--- src/rtl/trig_gen_pkg.sv ---
// Shared constants, link-word payload type and helpers for the trigger generator.
package trig_gen_pkg;

  localparam int unsigned WB_AW  = 3;
  localparam int unsigned WB_DW  = 32;
  localparam int unsigned WORD_W = 16;
  localparam int unsigned WIN_W  = 8;
  localparam int unsigned MAJ_W  = 4;
  localparam int unsigned PRE_W  = 16;

  localparam logic [WORD_W-1:0] CH_COMMA = 16'h00BC;
  localparam logic [WORD_W-1:0] CH_TRIG  = 16'h801C;

  localparam logic [WB_AW-1:0] ADR_CSR   = 3'd0;
  localparam logic [WB_AW-1:0] ADR_CNT   = 3'd1;
  localparam logic [WB_AW-1:0] ADR_BLK   = 3'd2;
  localparam logic [WB_AW-1:0] ADR_PRESC = 3'd3;
  localparam logic [WB_AW-1:0] ADR_LOST  = 3'd4;

  localparam int unsigned CSR_EXT  = 16;
  localparam int unsigned CSR_SOFT = 17;
  localparam int unsigned CSR_AINC = 18;
  localparam int unsigned CSR_LCLR = 19;
  localparam int unsigned CSR_MAJ  = 20;
  localparam int unsigned BLK_WIN  = 16;

  // One word on the trigger link plus its K-flag
  typedef struct packed {
    logic [WORD_W-1:0] data;
    logic              k;
  } link_t;

  // Population count of up to 16 flags
  function automatic logic [4:0] popcnt16(input logic [15:0] v);
    logic [4:0] s;
    s = 5'd0;
    for (int i = 0; i < 16; i++) s = s + 5'(v[i]);
    return s;
  endfunction

endpackage

--- src/rtl/trig_gen_n_if.sv ---
// WishBone slave bus bundle for the trigger generator register file.
interface trig_gen_n_if;
  import trig_gen_pkg::*;

  logic             wb_cyc;
  logic             wb_stb;
  logic             wb_we;
  logic [WB_AW-1:0] wb_adr;
  logic [WB_DW-1:0] wb_dat_i;
  logic [WB_DW-1:0] wb_dat_o;
  logic             wb_ack;

  modport master (
    output wb_cyc, wb_stb, wb_we, wb_adr, wb_dat_i,
    input  wb_dat_o, wb_ack
  );

  modport slave (
    input  wb_cyc, wb_stb, wb_we, wb_adr, wb_dat_i,
    output wb_dat_o, wb_ack
  );
endinterface

--- src/rtl/trig_coinc.sv ---
// Per-channel arm windows and majority coincidence over registered channel hits.
module trig_coinc
  import trig_gen_pkg::*;
#(
  parameter int unsigned NCH  = 4,
  parameter int unsigned WINW = 8
) (
  input  logic              clk,
  input  logic              rst_n,
  input  logic [NCH-1:0]    i_hit,
  input  logic [WINW-1:0]   i_win,
  input  logic [MAJ_W-1:0]  i_maj,
  output logic              o_cand_c
);

  logic [NCH-1:0][WINW-1:0] r_arm;
  logic [NCH-1:0]           w_armed;
  logic [4:0]               w_cnt;
  logic [4:0]               w_thr;

  // Armed set, its size, and the majority decision (M = 0 behaves as 1)
  always_comb begin
    w_armed = '0;
    for (int i = 0; i < int'(NCH); i++) w_armed[i] = i_hit[i] | (r_arm[i] != '0);
    w_cnt    = popcnt16(16'(w_armed));
    w_thr    = (i_maj == '0) ? 5'd1 : 5'(i_maj);
    o_cand_c = (w_cnt >= w_thr);
  end

  // Arm counters: flush on a candidate, reload on a hit, otherwise count down
  always_ff @(posedge clk or negedge rst_n) begin
    if (!rst_n) begin
      r_arm <= '0;
    end else begin
      for (int i = 0; i < int'(NCH); i++) begin
        if (o_cand_c)           r_arm[i] <= '0;
        else if (i_hit[i])      r_arm[i] <= i_win;
        else if (r_arm[i] != '0) r_arm[i] <= r_arm[i] - WINW'(1);
      end
    end
  end

endmodule

--- src/rtl/trig_gen_n.sv ---
// Trigger generator: channel coincidence, soft and external triggers, dead time,
// prescaling and WishBone-programmable registers driving a 16-bit trigger link.
module trig_gen_n
  import trig_gen_pkg::*;
#(
  parameter int unsigned NCH  = 4,
  parameter int unsigned BLKW = 8
) (
  input  logic                  clk,
  input  logic                  rst_n,
  input  logic [16*NCH-1:0]     trg_data_i,
  input  logic [NCH-1:0]        kchar_i,
  input  logic                  trg_ext,
  output logic [WORD_W-1:0]     trg_data_o,
  output logic                  kchar_o,
  trig_gen_n_if.slave           wb
);

  // Register file
  logic [NCH-1:0]   r_en;
  logic             r_ext_en;
  logic             r_soft;
  logic             r_autoinc;
  logic             r_lost_clr;
  logic [MAJ_W-1:0] r_maj;
  logic [31:0]      r_cnt;
  logic [BLKW-1:0]  r_blk_t;
  logic [WIN_W-1:0] r_win;
  logic [PRE_W-1:0] r_presc;
  logic [31:0]      r_lost;
  logic             r_ack;

  // Event stage and trigger state
  logic [NCH-1:0]   r_hit;
  logic             r_soft_q;
  logic [1:0]       r_sync;
  logic             r_sync_d;
  logic             r_ext_rise;
  logic [BLKW-1:0]  r_blk_cnt;
  logic [PRE_W-1:0] r_presc_cnt;
  link_t            r_link;

  logic [NCH-1:0]   w_hit;
  logic             w_wr;
  logic             w_chan_cand;
  logic             w_cand;
  logic             w_blk_idle;
  logic             w_emit;
  logic             w_unused_dat;

  assign w_wr         = wb.wb_cyc & wb.wb_stb & wb.wb_we;
  assign w_unused_dat = ^wb.wb_dat_i[WB_DW-1:24];
  assign wb.wb_ack    = r_ack;
  assign trg_data_o   = r_link.data;
  assign kchar_o      = r_link.k;

  // Bus acknowledge one cycle after a strobed cycle
  always_ff @(posedge clk or negedge rst_n) begin
    if (!rst_n) r_ack <= 1'b0;
    else        r_ack <= wb.wb_cyc & wb.wb_stb;
  end

  // CSR, BLK and PRESC writes; soft trigger and LOST clear are one-cycle pulses
  always_ff @(posedge clk or negedge rst_n) begin
    if (!rst_n) begin
      r_en       <= '0;
      r_ext_en   <= 1'b0;
      r_soft     <= 1'b0;
      r_autoinc  <= 1'b0;
      r_lost_clr <= 1'b0;
      r_maj      <= '0;
      r_blk_t    <= '0;
      r_win      <= '0;
      r_presc    <= '0;
    end else begin
      r_soft     <= 1'b0;
      r_lost_clr <= 1'b0;
      if (w_wr && wb.wb_adr == ADR_CSR) begin
        r_en       <= wb.wb_dat_i[NCH-1:0];
        r_ext_en   <= wb.wb_dat_i[CSR_EXT];
        r_soft     <= wb.wb_dat_i[CSR_SOFT];
        r_autoinc  <= wb.wb_dat_i[CSR_AINC];
        r_lost_clr <= wb.wb_dat_i[CSR_LCLR];
        r_maj      <= wb.wb_dat_i[CSR_MAJ +: MAJ_W];
      end
      if (w_wr && wb.wb_adr == ADR_BLK) begin
        r_blk_t <= wb.wb_dat_i[BLKW-1:0];
        r_win   <= wb.wb_dat_i[BLK_WIN +: WIN_W];
      end
      if (w_wr && wb.wb_adr == ADR_PRESC) r_presc <= wb.wb_dat_i[PRE_W-1:0];
    end
  end

  // Read mux, combinational on the address
  always_comb begin
    wb.wb_dat_o = '0;
    case (wb.wb_adr)
      ADR_CSR:   wb.wb_dat_o = {8'h00, r_maj, r_lost_clr, r_autoinc, r_soft, r_ext_en, 16'(r_en)};
      ADR_CNT:   wb.wb_dat_o = r_cnt;
      ADR_BLK:   wb.wb_dat_o = {8'h00, r_win, 16'(r_blk_t)};
      ADR_PRESC: wb.wb_dat_o = {16'h0000, r_presc};
      ADR_LOST:  wb.wb_dat_o = r_lost;
      default:   wb.wb_dat_o = '0;
    endcase
  end

  // Channel hit decode: enabled K-character carrying the trigger code
  always_comb begin
    w_hit = '0;
    for (int i = 0; i < int'(NCH); i++)
      w_hit[i] = r_en[i] & kchar_i[i] & (trg_data_i[WORD_W*i +: WORD_W] == CH_TRIG);
  end

  // Event stage: registered hits, soft pulse and synchronised external rising edge
  always_ff @(posedge clk or negedge rst_n) begin
    if (!rst_n) begin
      r_hit      <= '0;
      r_soft_q   <= 1'b0;
      r_sync     <= '0;
      r_sync_d   <= 1'b0;
      r_ext_rise <= 1'b0;
    end else begin
      r_hit      <= w_hit;
      r_soft_q   <= r_soft;
      r_sync     <= {r_sync[0], trg_ext};
      r_sync_d   <= r_sync[1];
      r_ext_rise <= r_ext_en & r_sync[1] & ~r_sync_d;
    end
  end

  trig_coinc #(
    .NCH  (NCH),
    .WINW (WIN_W)
  ) u_coinc (
    .clk      (clk),
    .rst_n    (rst_n),
    .i_hit    (r_hit),
    .i_win    (r_win),
    .i_maj    (r_maj),
    .o_cand_c (w_chan_cand)
  );

  assign w_cand     = w_chan_cand | r_soft_q | r_ext_rise;
  assign w_blk_idle = (r_blk_cnt == '0);
  assign w_emit     = w_cand & w_blk_idle & (r_presc_cnt == r_presc);

  // Dead-time and prescale counters
  always_ff @(posedge clk or negedge rst_n) begin
    if (!rst_n) begin
      r_blk_cnt   <= '0;
      r_presc_cnt <= '0;
    end else begin
      if (w_emit)           r_blk_cnt <= r_blk_t;
      else if (!w_blk_idle) r_blk_cnt <= r_blk_cnt - BLKW'(1);
      if (w_cand && w_blk_idle)
        r_presc_cnt <= w_emit ? '0 : r_presc_cnt + PRE_W'(1);
    end
  end

  // Lost-candidate counter; clear beats a simultaneous increment
  always_ff @(posedge clk or negedge rst_n) begin
    if (!rst_n)                                       r_lost <= '0;
    else if (r_lost_clr)                              r_lost <= '0;
    else if (w_cand && !w_blk_idle && r_lost != '1)   r_lost <= r_lost + 32'd1;
  end

  // Trigger counter; a bus write beats auto-increment
  always_ff @(posedge clk or negedge rst_n) begin
    if (!rst_n)                           r_cnt <= '0;
    else if (w_wr && wb.wb_adr == ADR_CNT) r_cnt <= wb.wb_dat_i;
    else if (w_emit && r_autoinc)         r_cnt <= r_cnt + 32'd1;
  end

  // Link output: trigger word for one cycle, comma otherwise
  always_ff @(posedge clk or negedge rst_n) begin
    if (!rst_n) begin
      r_link <= '{data: CH_COMMA, k: 1'b1};
    end else if (w_emit) begin
      r_link <= '{data: {1'b1, r_cnt[14:0]}, k: 1'b0};
    end else begin
      r_link <= '{data: CH_COMMA, k: 1'b1};
    end
  end

endmodule
--- src/flat_wrapper.sv ---
// flat-port wrapper written by rule: the top's interface ports become plain ports
module trig_gen_n_flat import trig_gen_pkg::*;
#(
  parameter int unsigned NCH  = 4,
  parameter int unsigned BLKW = 8
)
  (clk, rst_n, trg_data_i, kchar_i, trg_ext, trg_data_o, kchar_o, wb_wb_cyc, wb_wb_stb, wb_wb_we, wb_wb_adr, wb_wb_dat_i, wb_wb_dat_o, wb_wb_ack);
  trig_gen_n_if wb_i ();
  input  logic clk;
  input  logic rst_n;
  input  logic [16*NCH-1:0] trg_data_i;
  input  logic [NCH-1:0] kchar_i;
  input  logic trg_ext;
  output logic [WORD_W-1:0] trg_data_o;
  output logic kchar_o;
  input wire logic [$bits(wb_i.wb_cyc)-1:0] wb_wb_cyc;
  input wire logic [$bits(wb_i.wb_stb)-1:0] wb_wb_stb;
  input wire logic [$bits(wb_i.wb_we)-1:0] wb_wb_we;
  input wire logic [$bits(wb_i.wb_adr)-1:0] wb_wb_adr;
  input wire logic [$bits(wb_i.wb_dat_i)-1:0] wb_wb_dat_i;
  output wire logic [$bits(wb_i.wb_dat_o)-1:0] wb_wb_dat_o;
  output wire logic [$bits(wb_i.wb_ack)-1:0] wb_wb_ack;
  assign wb_i.wb_cyc = wb_wb_cyc;
  assign wb_i.wb_stb = wb_wb_stb;
  assign wb_i.wb_we = wb_wb_we;
  assign wb_i.wb_adr = wb_wb_adr;
  assign wb_i.wb_dat_i = wb_wb_dat_i;
  assign wb_wb_dat_o = wb_i.wb_dat_o;
  assign wb_wb_ack = wb_i.wb_ack;
  trig_gen_n #(.NCH(NCH), .BLKW(BLKW)) u_core (.clk(clk), .rst_n(rst_n), .trg_data_i(trg_data_i), .kchar_i(kchar_i), .trg_ext(trg_ext), .trg_data_o(trg_data_o), .kchar_o(kchar_o), .wb(wb_i));
endmodule
--- config.mk ---
export PLATFORM = sky130hd
export DESIGN_NAME = trig_gen_n_flat
export DESIGN_NICKNAME = d
export VERILOG_FILES = /design/src/rtl/trig_gen_pkg.sv /design/src/rtl/trig_gen_n_if.sv /design/src/rtl/trig_coinc.sv /design/src/rtl/trig_gen_n.sv /design/src/flat_wrapper.sv
export SDC_FILE = /design/constraint.sdc
export NUM_CORES = 1
export LEC_CHECK = 0
export BUFFER_PORTS_ARGS = -buffer_cell sky130_fd_sc_hd__buf_4
export CAP_MARGIN = 15
export CELL_PAD_IN_SITES_DETAIL_PLACEMENT = 1
export CELL_PAD_IN_SITES_GLOBAL_PLACEMENT = 2
export CORE_MARGIN = 2
export CORE_UTILIZATION = 38
export CTS_CLUSTER_DIAMETER = 120
export DETAILED_ROUTE_END_ITERATION = 6
export PLACE_DENSITY_LB_ADDON = 0.1
export SYNTH_ARGS = -nofsm -noshare
export SYNTH_HDL_FRONTEND = slang
export SYNTH_SLANG_ARGS = --single-unit
--- constraint.sdc ---
create_clock -name clk -period 9.77 [get_ports clk]
set_input_delay 2.4425 -clock clk [delete_from_list [all_inputs] [get_ports clk]]
set_output_delay 2.4425 -clock clk [all_outputs]
set_load 0.02 [all_outputs]
After elaboration in Yosys (flattened, before gate mapping)

Cells that the tools add are included.

Add/sub/neg operators: 11
Multipliers: 0
Div/mod/pow operators: 0
Order comparisons: 1
Eq/ne operators: 11
Shift operators: 0
Multiplexer cells: 24
Bitwise logic cells: 21
Reduce and logical (&&, ||, !) cells: 22

Operator list:

| operator                                             | number |
|---|---|
| case mux 32 bit (5 select lines)                     | 1 |
| 2-to-1 mux 32 bit                                    | 4 |
| 2-to-1 mux 8 bit                                     | 14 |
| adder 32 x 1 -> 32 bit (second input constant)       | 2 |
| equality test 16 bit (second input constant)         | 4 |
| subtractor 8 x 1 -> 8 bit (second input constant)    | 5 |
| != test 32 bit (second input constant)               | 1 |
| nonzero test 8 bit                                   | 4 |
| 2-to-1 mux 17 bit                                    | 1 |
| adder 16 x 1 -> 16 bit (second input constant)       | 1 |
| equality test 16 bit                                 | 1 |
| 2-to-1 mux 16 bit                                    | 1 |
| AND 1 bit                                            | 14 |
| nonzero test 3 bit                                   | 4 |
| logical AND 1 bit                                    | 8 |
| logical NOT 8 bit                                    | 1 |
| equality test 3 x 2 -> 1 bit (second input constant) | 2 |
| bitwise OR 1 bit                                     | 6 |
| adder 3 x 1 -> 4 bit                                 | 1 |
| >= comparator 4 bit                                  | 1 |
| logical NOT 4 bit                                    | 1 |
| 2-to-1 mux 4 bit                                     | 1 |
| nonzero test 2 bit                                   | 2 |
| adder 2 x 1 -> 3 bit                                 | 1 |
| 8 further kinds                                      | 9 |

Register bits: 191
Bits in latches: 0
RAM bits: 0
ROM bits: 0
Input bits: 109
Output and inout bits: 50
Logic and storage cells: 115
Memories: 0

Logic depth before layout (Yosys ltp)

Gate-level depths: netlist (run 1).

Word-level depth: 13
Gate-level depth with buffers: 16
Mapped depth without buffers: 14

Cells and area by module

A second synthesis (run 1) with hierarchy kept.

Cell total of the unflattened synthesis: 1080
Area, all modules: 10455.0 um2

Modules (own cells, without submodules):

| module     | instances | cells an instance | area an instance (um2) | seq. area each (um2) |
|---|---|---|---|---|
| trig_gen_n | 1         | 853               | 8436.8                 | 3986.3 |
| trig_coinc | 1         | 227               | 2018.2                 | 800.8 |

Worst setup path after synthesis (run 1)

No wires, ideal clock.

Path type: input -> output
From: input port wb_wb_adr[1]
To: output port wb_wb_dat_o[10]
Arrival: 4.075 ns
Setup slack: 3.253 ns
Cell stages on the path: 5
Buffers on the path: 3
Cell sequence: clkbuf_1 clkbuf_1 clkbuf_1 mux2i_1 o21ai_0

Word-level cells in the longest chain between the ends: 2
Elaborated cells on any way between the ends: 6
Those cells by class: 4 x eq/ne; 1 x mux; 1 x reduce/logical

RTL lines:

| element                                     | line               | text |
|---|---|---|
| start, declared                             | flat_wrapper.sv:19 | `input wire logic [$bits(wb_i.wb_adr)-1:0] wb_wb_adr;` |
| equality test 3 bit (tied with other cells) | trig_gen_n.sv:97   | `case (wb.wb_adr)` |
| case mux 32 bit (5 select lines) (*)        | trig_gen_n.sv:97   |  |
| end, declared                               | flat_wrapper.sv:21 | `output wire logic [$bits(wb_i.wb_dat_o)-1:0] wb_wb_dat_o;` |

Mark *: on every way between the ends. The rest lies on a longest branch, timed or not.

Final worst setup path (run 1)

From: input port wb_wb_adr[2]
To: output port wb_wb_dat_o[5]

Same word-level chain as after synthesis.

==> out/qor.yml, run 1 <==
status: "finished, final reports clean"
slew-limit-headroom_pct: 33.0
grt_util_all_layers_pct: 25.3
drt_pass1_iterations: 5
fmax_mhz: 142
synth_seq_cells: 191
cts_tree: "done"
p_switching_w: 0.00145
endpoint_kind: "output port"
synth.avg_cell_area_um2: 9.28
synth-edff-count: 0
drive_gt1_share_pct: 21.3
synthTopCellsByArea: "dfrtp_1 43%, nor2_1 5.7%, mux2_2 4.7%, xor2_1 4.0%, nand2_1 3.2%"
fp.dieW_um: 172
n_fill_cell: 3199
htreeDepth: 4
synthArstFlopShare_pct: 100
fin_total_pwr_w: 0.00325
rsz0062_at_grt: "false"
postCtsSetupRepairBufs: 0
p_leak_nw: 5.67
seq_area_frac_synth_pct: 44.8
first_iter_violations: 500
start_util_pct: 38.6
hp-class: "reg2reg"
cp_data_required_time_ns: 7.33
final.min_clock_period_ns: 7.06
r2r-start: "u_core.u_coinc.r_arm[10]"
max-cap-violations: 0
synthFlopType: "dfrtp_1"
fin_setup_tns_ns: 0
syn_area_mm2: 0.0107
post_drt_wl_per_cell_um: 21.6
final_cells: 1677
hp-start: "u_core.r_sync[0]"
clockRootBuffer: "clkbuf_16"
startpoint_type: "input port"
yosys.cell_types.count: 59
finalHoldViolCount: 0
antenna_found_initial: 0
clkLatencyLatePin_ns: 0.45
p_per_area_mw_per_mm2: 254
clkTransAtPathRegs_ns: 0.07
syn_to_final_growth_pct: 20.0
crit_path_start: "wb_wb_adr[2]"
syn_nets: 1278
cts_buffer_depth: 2
skew_ns: 0.0139
netlist.area_leader.share_pct: 43.3
p_int_w: 0.00181
cts-resized-gates: 0
ant_nets: 0
grt_overflow_total: 0
clock_sinks: 191
row_count: 61
place_congestion: 0.821
dp_cells: 1644
multi_input_area_mm2: 0.00559
cts_made_buffers: 17
setup_viol_count_final: 0
ff_latch_area_mm2: 0.00479
pwr-share-comb_pct: 43.1
cp.arrival_ns: 4.62
ys_warn_count: 0
final_nets: 1413
place_hpwl_um: 27100
clkPwrFrac_pct: 21.7
worst_pin_slew_ns: 1.00
grt_first_pass_wirelength_um: 56300
seq_power_share_pct: 35.2
grt_max_degree: 75
wirelength_um: 36200
fp.coreArea_mm2: 0.0277
fin_crit_sh_pct: 72.3
dieArea_mm2: 0.0295
irDropWorstVdd_mv: 0.303
cp_max_fo: 22
crit_type: "in2out"
cts_hold_buf: 0
diodes: 0
viasPerCell: 5.63
synth_area_leader_cell: "dfrtp_1"
grt_pass1_vias: 9753
drc: 0
slew_violations: 0
io_pins: 159
num_vias: 9436
die_h_um: 172
io_buffers: 158
netlist_instances: 1151
swShare_pct: 44.4
## Yosys cell counts, drive strengths merged (14+ instances only)
master / instances
and2: 20
and3: 18
nor2: 162
xor2: 49
clkbuf: 46
ha: 17
nand4: 40
dfrtp: 185
or3: 29
a31oi: 14
mux2: 45
a21oi: 65
or4: 19
o21ai: 57
nand3: 36
nor3: 25
mux2i: 28
xnor2: 37
nor4: 27
inv: 33
nand2: 92
## power groups by stage
stage	combinational (W)	sequential, W	clock [W]
4_1_cts	0.00141	0.00115	0.000722
2_1_floorplan	0.00102	0.00107	0
3_5_place_dp	0.00140	0.00116	0
5_1_grt	0.00158	0.00117	0.000753
3_3_place_gp	0.00137	0.00116	0
6_report	0.00140	0.00115	0.000707
## cells by family (layout without fill, tap and decap cells)
kind of cell / count (synthesis) / in the layout / share of synthesized area (%)
simple gates: 512 / 512 / 25.0
fa+ha+maj: 18 / 18 / 2.18
mux: 73 / 73 / 7.37
buf+inv: 85 / 233 / 3.03
xor+xnor: 86 / 86 / 7.05
compound gates: 186 / 186 / 10.6
flops: 191 / 191 / 44.8
## flip-flops by register name, indices dropped and copies added (netlist names)
register	cells
u_core.kchar_o	1
u_core.r_autoinc	1
u_core.r_blk_cnt	8
u_core.r_blk_t	8
u_core.r_cnt	32
u_core.r_en	4
u_core.r_ext_en	1
u_core.r_ext_rise	1
u_core.r_hit	4
u_core.r_lost	32
u_core.r_lost_clr	1
u_core.r_maj	4
u_core.r_presc	16
u_core.r_presc_cnt	16
u_core.r_soft	1
u_core.r_soft_q	1
u_core.r_sync	2
u_core.r_sync_d	1
u_core.r_win	8
u_core.trg_data_o	16
u_core.u_coinc.r_arm	32
u_core.wb.wb_ack	1
## cell usage in the layout (no fill, tap or decap), types with 17 or more instances in the layout
cell       netlist  routed
and2_1          20      20
dfrtp_1        185     185
mux2_2          45      45
nor4_1          22      22
xnor2_1         37      37
xor2_1          49      49
ha_1            17      17
or4_1           17      17
a21oi_1         64      64
nand2_1         91      91
o21ai_0         55      55
inv_1           33      33
buf_4            0     166
nand4_1         38      38
nor2_1         162     161
mux2i_1         28      28
and3_1          18      18
nand3_1         35      35
clkbuf_16        0      17
or3_1           29      28
nor3_1          25      24
## final cells by class
| type | instances | share of cell area, % |
|---|---|---|
| clock inverter | 14 | 1.13 |
| inverter | 33 | 0.966 |
| multi-input combinational | 875 | 43.6 |
| tap | 378 | 3.69 |
| timing repair buffer | 168 | 9.87 |
| sequential | 191 | 37.3 |
| clock buffer | 18 | 3.43 |
## through the flow
stage | util [%] | hold WS, ns | worst slack [ns] | instance area (um2)
after floorplan | - | 0.331 | 3.25 | 10700
after global placement | 44.1 | 0.359 | 2.81 | 12200
after detailed placement | 44.1 | 0.350 | 2.75 | 12200
after CTS | 46.2 | 0.375 | 2.72 | 12800
after global routing | 46.3 | 0.389 | 2.54 | 12800
final | 46.3 | 0.373 | 2.71 | 12800
## layer usage
metal | global-route usage, % | share of wire [%]
met5 | 0 | 0
met3 | 3.41 | 4.0
met1 | 32.6 | 44
met2 | 43.8 | 49
met4 | 8.47 | 2.8
## path summary, 6_finish.rpt
path / end / cells past startpoint / slack (ns)
worst min-delay path: u_core.r_sync[1] / 0 / 0.37
worst min register to register: u_core.r_sync[1] / 0 / 0.37
worst max-delay path: wb_wb_dat_o[5] / 7 / 2.71
max in group asynchronous: u_core.r_soft_q / 2 / 6.38
min in group asynchronous: u_core.u_coinc.r_arm[4] / 1 / 1.99
worst max register to register: u_core.r_lost[8] / 14 / 4.21
## worst max-delay path, stage by stage
cell and delay [ns]:
buf_4 0.24, nor2b_1 0.53, nor2b_1 0.65, buf_4 0.36, nand2_1 0.07, o21ai_0 0.12, buf_4 0.20
Power figures use the tool's default switching activity.
==> run 2, diff against run 1 <==
--- a/config.mk
+++ b/config.mk
@@ -10,7 +10,7 @@
 export CELL_PAD_IN_SITES_DETAIL_PLACEMENT = 1
 export CELL_PAD_IN_SITES_GLOBAL_PLACEMENT = 2
 export CORE_MARGIN = 2
-export CORE_UTILIZATION = 38
+export CORE_UTILIZATION = 36
 export CTS_CLUSTER_DIAMETER = 120
 export DETAILED_ROUTE_END_ITERATION = 6
 export PLACE_DENSITY_LB_ADDON = 0.1
==> constraint.sdc (replaced) <==
create_clock -name clk -period 6.74 [get_ports clk]
set_input_delay 1.685 -clock clk [delete_from_list [all_inputs] [get_ports clk]]
set_output_delay 1.685 -clock clk [all_outputs]
set_load 0.02 [all_outputs]
==> run 2 against run 1 <==
Effect of this change: clock power rose by 50%; critical path depth rose by 7; power rose by 48%; critical path type is now reg2reg; largest cell class unchanged.
==> out/qor.yml, run 2 (synthesized netlist as in run 1, its figures left out) <==
status: "finished, final reports clean"
reg2reg_slack_ns: 1.52  # -2.69 ns
timing.hold.ws_ns: 0.355  # -0.0182 ns
met3_usage_pct: 3.19  # -0.22 points
drc: 0  # unchanged
irDropWorstVdd_mv: 0.197  # -35%
grt_max_degree: 93  # +24%
fp.dieW_um: 176  # +2.7%
final_nets: 1416  # +0.21%
mostFrequentLayoutCells: "185 x dfrtp_1, 169 x buf_4, 161 x nor2_1"
p_leak_nw: 5.70  # +0.52%
max-cap-violations: 0  # unchanged
antenna_found_initial: 0  # unchanged
cp_data_required_time_ns: 7.06  # -0.27 ns
clkTransAtPathRegs_ns: 0.08  # about the same
startpoint_type: "flop"
multi_input_area_mm2: 0.00559  # unchanged
final_common_cell: "dfrtp_1"
place_congestion: 0.812  # -1.2%
grt_overflow_total: 0  # unchanged
cts_tree: "done"
place_ws_ns: 1.53  # -1.23 ns
crit_path_start: "u_core.u_coinc.r_arm[10]"
io_pins: 159  # unchanged
use_met2_pct: 41.0  # -2.8 points
worst_slack_ns: 1.52  # -1.18 ns
start_util_pct: 36.3  # -2.2 points
slew-limit-headroom_pct: 32.5  # -0.55 points
setup_viol_count_final: 0  # unchanged
cts_made_buffers: 17  # unchanged
hp-start: "u_core.r_sync[0]"
place_hpwl_um: 26600  # -2.0%
fp.coreArea_mm2: 0.0294  # +6.1%
cts_buffer_depth: 2  # unchanged
ff_latch_area_mm2: 0.00479  # unchanged
row_count: 63  # +3.3%
cts_hold_buf: 0  # unchanged
clkLatencyLatePin_ns: 0.44  # about the same
final.min_clock_period_ns: 5.22
ant_nets: 0  # unchanged
cp_max_fo: 24  # +9.1%
num_vias: 9348  # -0.93%
cts-resized-gates: 0  # unchanged
viasPerCell: 5.52  # -1.9%
first_iter_violations: 499  # -0.20%
wirelength_um: 36100  # -0.38%
grt_first_pass_wirelength_um: 56100  # -0.39%
fin_crit_sh_pct: 77.4
die_h_um: 176  # +2.7%
rsz0062_at_grt: "false"
top_usage_layer: "met2"
grt_pass1_vias: 9754  # +0.010%
cp.arrival_ns: 5.54  # +0.92 ns
slew_violations: 0  # unchanged
clock_sinks: 191  # unchanged
p_per_area_mw_per_mm2: 372  # +47%
r2r-start: "u_core.u_coinc.r_arm[10]"
drive_gt1_share_pct: 21.5  # +0.18 points
postCtsSetupRepairBufs: 0  # unchanged
reg_top3: "u_core.r_cnt (32), u_core.r_lost (32), u_core.u_coinc.r_arm (32)"
post_drt_wl_per_cell_um: 21.3  # -1.3%
syn_to_final_growth_pct: 20.8
fmax_mhz: 192
finalHoldViolCount: 0  # unchanged
endpoint_kind: "flop"
n_fill_cell: 3379  # +5.6%
crit_type: "reg2reg"
drt_pass1_iterations: 5  # unchanged
hp-class: "reg2reg"
clockRootBuffer: "clkbuf_16"
worst_pin_slew_ns: 0.999  # -0.00589 ns
htreeDepth: 4  # unchanged
fin_setup_tns_ns: 0  # unchanged
skew_ns: 0.0229  # +0.00901 ns
grt_util_met1_pct: 31.2  # -1.4 points
io_buffers: 158  # unchanged
post-route-util_pct: 43.9  # -2.4 points
dieArea_mm2: 0.0311  # +5.4%
grt_util_all_layers_pct: 23.6  # -1.7 points
## run 2: cell count changes in the layout (fill, tap and decap cells not counted), moves of 2 or more
| cell | previous run | this run |
|---|---|---|
| buf_4 | 166 | 169 |
| clkinv_4 | 1 | 3 |
| clkinv_8 | 2 | 5 |
| inv_8 | 5 | 1 |
## run 2: stage by stage
stage                     total power, W  cells  area [um2]
after floorplan                  0.00303   1151       10700
after global placement           0.00372   1659       12300
after detailed placement         0.00379   1659       12300
after CTS                        0.00487   1691       12900
after global routing             0.00518   1692       12900
final                            0.00480   1693       12900
## run 2: worst paths after layout
kind                       cells after the start                 endpoint
max in group asynchronous                      2         u_core.r_cnt[30]
min                                            0         u_core.r_sync[1]
max reg2reg                                   14    u_core.trg_data_o[10]
min reg2reg                                    0         u_core.r_sync[1]
max                                           14    u_core.trg_data_o[10]
min in group asynchronous                      1  u_core.u_coinc.r_arm[4]
## run 2: per-layer routing
layer  vias up  share of wire [%]
met5         -                  0
met1      4804                 45
met4         0                1.8
met3        21                3.3
li1       4363                  -
met2       160                 50
## run 2: report_power, final
part / switching (W) / internal [W]
Sequential: 0.000283 / 0.00137
Combinational: 0.00130 / 0.000789
Clock: 0.000521 / 0.000537
## run 2: critical path: stages, from the launching register on
cell	delay, ns
dfrtp_1	0.42
or4_1	0.55
nor2_1	0.15
nand3b_1	0.16
or2_2	0.34
fa_1	0.47
ha_1	0.21
ha_1	0.28
ha_1	0.21
nor3b_1	0.40
o32ai_4	0.25
o21ai_1	0.79
nor2_2	0.32
buf_4	0.33
and2_1	0.19
## run 2: cell type report
class | instances | share of cell area, %
multi-input cells | 875 | 43.3
diodes | 1 | 0.0194
repair buffers | 171 | 10.1
well taps | 390 | 3.78
clock inverters | 15 | 1.49
clock buffers | 17 | 3.30
flip-flops and latches | 191 | 37.1
inverters | 33 | 0.960
